`config.mk`:
```
export PLATFORM = sky130hd
export DESIGN_NAME = adder_tree_pipe
export DESIGN_NICKNAME = d
export VERILOG_FILES = /design/src/rtl/adder_tree_pipe.sv
export SDC_FILE = /design/constraint.sdc
export NUM_CORES = 1
export LEC_CHECK = 0
export CAP_MARGIN = 20
export CORE_AREA = 3 3 120 93
export CTS_CLUSTER_DIAMETER = 200
export CTS_CLUSTER_SIZE = 28
export DETAILED_ROUTE_END_ITERATION = 6
export DIE_AREA = 0 0 123 96
export PLACE_DENSITY = 0.66
export SLEW_MARGIN = 10
export SYNTH_ARGS = -nofsm -noshare
export SYNTH_HDL_FRONTEND = slang
export SYNTH_SLANG_ARGS = --single-unit
```
`constraint.sdc`:
```
create_clock -name clk -period 4.09 [get_ports clk]
set_input_delay 0.6135 -clock clk [delete_from_list [all_inputs] [get_ports clk]]
set_output_delay 0.6135 -clock clk [all_outputs]
set_load 0.02 [all_outputs]
```
`src/rtl/adder_tree_pipe.sv`:
```
// Two-stage pipelined N-operand adder with carry-in, valid/ready handshake
// and an optional saturating/wrapping accumulator.
module adder_tree_pipe #(
    parameter int W   = 8,
    parameter int N   = 4,
    parameter int AW  = W + $clog2(N) + 1,
    parameter bit SAT = 1'b1
) (
    input  logic           clk,
    input  logic           rst_n,
    input  logic           in_valid,
    output logic           in_ready,
    input  logic [N*W:0]   ins,
    input  logic           acc_mode,
    input  logic           acc_clr,
    output logic           out_valid,
    input  logic           out_ready,
    output logic [AW-1:0]  sum,
    output logic           sum_zero,
    output logic           ovf
);

    localparam int NP = (N + 1) / 2;
    localparam int SW = W + $clog2(N) + 1;

    logic            rdy_q;
    logic            ready1;
    logic            ready2;

    logic [W:0]      p_n [NP];
    logic [W:0]      p1  [NP];
    logic            v1;
    logic            cin1;
    logic            mode1;
    logic            clr1;

    logic [SW-1:0]   s;
    logic [AW-1:0]   acc;
    logic [AW-1:0]   base;
    logic [AW:0]     acc_t;
    logic [AW-1:0]   acc_n;
    logic            ovf_n;
    logic            add_of;
    logic [AW-1:0]   sum_n;

    // Holds in_ready low until the first edge after reset release.
    always_ff @(posedge clk or negedge rst_n) begin
        if (!rst_n) rdy_q <= 1'b0;
        else        rdy_q <= 1'b1;
    end

    assign ready2   = ~out_valid | out_ready;
    assign ready1   = ~v1 | ready2;
    assign in_ready = ready1 & rdy_q;

    // Stage 1: pair-wise partial sums; an odd last operand passes alone.
    always_comb begin
        for (int unsigned i = 0; i < NP; i++) begin
            p_n[i] = {1'b0, ins[2*i*W +: W]};
            if (2*i + 1 < N)
                p_n[i] = p_n[i] + {1'b0, ins[(2*i+1)*W +: W]};
        end
    end

    always_ff @(posedge clk or negedge rst_n) begin
        if (!rst_n) begin
            v1    <= 1'b0;
            cin1  <= 1'b0;
            mode1 <= 1'b0;
            clr1  <= 1'b0;
            for (int unsigned i = 0; i < NP; i++) p1[i] <= '0;
        end else if (ready1) begin
            v1 <= in_valid & in_ready;
            if (in_valid & in_ready) begin
                cin1  <= ins[N*W];
                mode1 <= acc_mode;
                clr1  <= acc_clr;
                for (int unsigned i = 0; i < NP; i++) p1[i] <= p_n[i];
            end
        end
    end

    // Stage 2: final reduction and accumulator update.
    always_comb begin
        s = SW'(cin1);
        for (int unsigned i = 0; i < NP; i++)
            s = s + SW'(p1[i]);

        base   = clr1 ? '0 : acc;
        acc_t  = {1'b0, base} + (AW+1)'(s);
        add_of = acc_t[AW];

        acc_n = acc;
        ovf_n = ovf;
        sum_n = AW'(s);
        if (mode1) begin
            if (add_of && SAT) acc_n = '1;
            else               acc_n = acc_t[AW-1:0];
            ovf_n = clr1 ? add_of : (ovf | add_of);
            sum_n = acc_n;
        end else if (clr1) begin
            acc_n = '0;
            ovf_n = 1'b0;
        end
    end

    always_ff @(posedge clk or negedge rst_n) begin
        if (!rst_n) begin
            out_valid <= 1'b0;
            sum       <= '0;
            sum_zero  <= 1'b0;
            acc       <= '0;
            ovf       <= 1'b0;
        end else if (ready2) begin
            out_valid <= v1;
            if (v1) begin
                sum      <= sum_n;
                sum_zero <= (sum_n == '0);
                acc      <= acc_n;
                ovf      <= ovf_n;
            end
        end
    end

endmodule

```
==> impl_results.md <==
* Status: finished clean
* Final setup TNS at 0 ns
* Routed Antenna Nets at 0
* Num ports at 54
* Worst vdd rail ir drop at 0.351 mV
* Minimum clock period at 3.89 ns
* Register area at 1200 µm²
* Mapped cell area at 3490 µm²
* Placed wire-length estimate at 6360 µm
* # nets final at 532
* Worst hold slack at 0.232 ns
* Total Routed Length at 8350 µm
* Post-Route Skew at 0.00788 ns
* Clk sinks at 48
* CTS H-tree depth at 2
* Post-synth top area cell: dfrtp_1
* Worst Path Max Fanout at 7
* Worst setup EP type: flip-flop
* Total gr overflow at 0
* Async set-reset flop share out of synthesis at 100%
* Starting DRT DRC Count at 194
* EDFF count, synth at 0
* Worst Setup Start Kind: flip-flop
* Fmax at 0.257 GHz
* Commonest non-fill, non-tap cell in the layout: nand2_1
* WP buf/inv at 1
* Vias at 3065
* Gpl congestion at 0.845
* Worst setup endpoint: sum_zero
* DR pass1 iterations at 4
* Layout Cell Area excl Fill at 4490 µm²
* Area taken by multi-input logic gates at 2230 µm²
* Critical path, cell by cell: fa_1, inv_1, fa_1, nand2b_4, a21oi_2, and2b_1, xnor2_1, ha_1, o211ai_1, a221oi_1, nor3_2, mux2_2, o21a_1, a32o_2
* Crit path largest cell delay at 0.43 ns
* Yosys warnings at 0
* Antenna Cells at 0
* Clock transition at path regs at 0.07 ns
* Worst-Margin Slew at 0.692 ns
* DIE WIDTH at 123 µm
* Drt drc at 0
* Finished Layout Cells at 591
* Synth Register Bits at 48
* Initial antenna violation count at 0
* I/O Buffers at 53
* Number of global-route vias before repair at 2914
* Fill cells at 982
* Clk buf depth at 2
* Net count after synthesis at 476
* Num CTS Buffers at 5
* Required time worst endpoint at 4.26 ns
* Clk root buf: clkbuf_16
* CP Class: reg -> reg
* RSZ-0062 raised after global routing: no
* Crit-path slowest cell: a221oi_1
* Total GRT Usage at 14.5%
* Share of layout cells above drive strength 1 at 8.35%
* First-pass GRT wire length at 13700 µm
* Cells after synthesis at 398
* Most common cell on crit path: fa_1
* Yosys cell types at 53
* Placed cell areas at 4170 µm²
* Avg Cell Area, Syn at 8.77 µm²
* Top Family by Delay on Critical Path: compound AO/OA/AOI/OAI gates
* Largest net degree at the start of global routing at 49
* Post-synthesis sequential area ratio at 34.4%
* CP startpoint: p1[0]
* Fin crit share at 95.2%
* Area contributors post-synth: dfrtp_1 34%, ha_1 12%, nand2_1 5.9%
* Finished Core Util at 44.3%
* Clock Latency Late Sink at 0.29 ns
* P_leak at 2.03 nW
* Die ar. at 11800 µm²
* Starting Density at 34.5%
* Worst Hold Class: in -> async
* Reg-to-reg startpoint: p1[0]
* Layout overhead on the synthesized area at 28.4%
* Via/cell ratio at 5.19
* Final slew viol count at 0
* TritonCTS clock tree: built
* Die Y at 96 µm
* Hold Vio Cnt, Final at 0
* Flop2flop setup slack at 0.20 ns
* Crit path DAT at 4.07 ns
* Avg WL per Cell at 14.1 µm
* Power Dens Cells at 655 nW/µm²
* Worst relative slew slack at 53.9%
* # setup viols final at 0
* CTS hold repair buffers at 0
* Placed Cells at 579
* Most frequent cells in the layout: 55 x nand2_1, 52 x clkdlybuf4s50_1, 48 x dfrtp_1, 39 x o21ai_0, 33 x ha_1
* R2R depth at 14
* Primary FF master, synth: dfrtp_1
* R2r endpoint: sum_zero
* Top cell type's share of synthesized area at 34.4%
* Crit. path cell count at 14
* CORE AREA at 10100 µm²
* Cell row count at 32
* Max Cap Viol at 0
[Yosys cell counts (2+ instances only)]
master / instances
nor4_1: 4
o21bai_1: 2
fa_1: 5
o31ai_1: 7
o32ai_1: 2
ha_1: 34
o22ai_1: 3
nand3_1: 3
xnor2_1: 16
xor2_1: 7
clkbuf_1: 10
and3_1: 3
inv_1: 21
o21a_1: 3
o21ai_0: 40
nand2b_1: 10
dfrtp_1: 48
a31oi_1: 2
a21oi_1: 27
nor3_1: 10
nand2_1: 55
mux2_2: 6
nand4_1: 2
nand3b_1: 2
nor2b_1: 14
o211ai_1: 2
nor2_1: 20
and2_1: 4
a21o_1: 12
[cells by family (layout without fill, tap and decap cells)]
logic type	Yosys count	count (layout)	share of synthesized area (%)
adders and majority gates	39	39	15.0
and+or+nand+nor	136	136	19.4
buffers and inverters	34	91	3.80
DFF	48	48	34.4
other	1	1	0.107
muxes	7	7	2.22
AOI/OAI and AO/OA	110	110	19.3
xor gates and xnor gates	23	23	5.77
[worst min path at each step]
stage / startpoint / endpoint / slack (ns)
CTS: acc[4] / acc[4] / 0.47
detailed placement: acc[4] / acc[4] / 0.46
global route: rst_n / acc[1] / 0.26
floorplan: rst_n / acc[0] / 0.32
global placement: acc[4] / acc[4] / 0.46
finish: rst_n / acc[1] / 0.23
[cell type report]
type                       instances  share of cell area, %
clock buffer                       5                   2.79
timing repair buffer              61                   13.5
clock inverter                     3                   1.53
sequential                        48                   26.8
inverter                          22                   1.84
tap                              136                   3.79
multi-input combinational        316                   49.8
[power by group]
part           internal, mW  switching, mW  total (mW)
registers             0.615         0.0968       0.712
clock network         0.353          0.187       0.539
logic                 0.749          0.937        1.69
total                  1.72           1.22        2.94
[per-layer routing]
metal  vias up  routed length [µm]  track usage (%)
met5         -                   0                0
met4         0                  51             2.76
met3         5                 463             3.41
met2        67                3770             22.1
met1      1484                4060             21.0
li1       1509                   -                -
[what timing repair did]
action | 4_1_cts | 5_1_grt
gates resized for setup | 2 | 12
pin swaps | 2 | 4
endpoints found under the setup margin | 1 | 15
buffers inserted | 2 | 0
[metrics by stage]
stage	worst slack, ns	total power, mW
after detailed placement	0.0284	2.27
final	0.196	2.94
after CTS	0.0204	2.88
after floorplan	0.456	1.80
after global placement	0.179	2.27
after global routing	0.0161	3.18
[flip-flops by register name, indices dropped and copies added (netlist names)]
name and flops:
sum 11, rdy_q 1, out_valid 1, sum_zero 1, mode1 1, clr1 1, cin1 1, v1 1
p1 18, ovf 1, acc 11
Note: power is estimated with default switching activity, not from simulation.
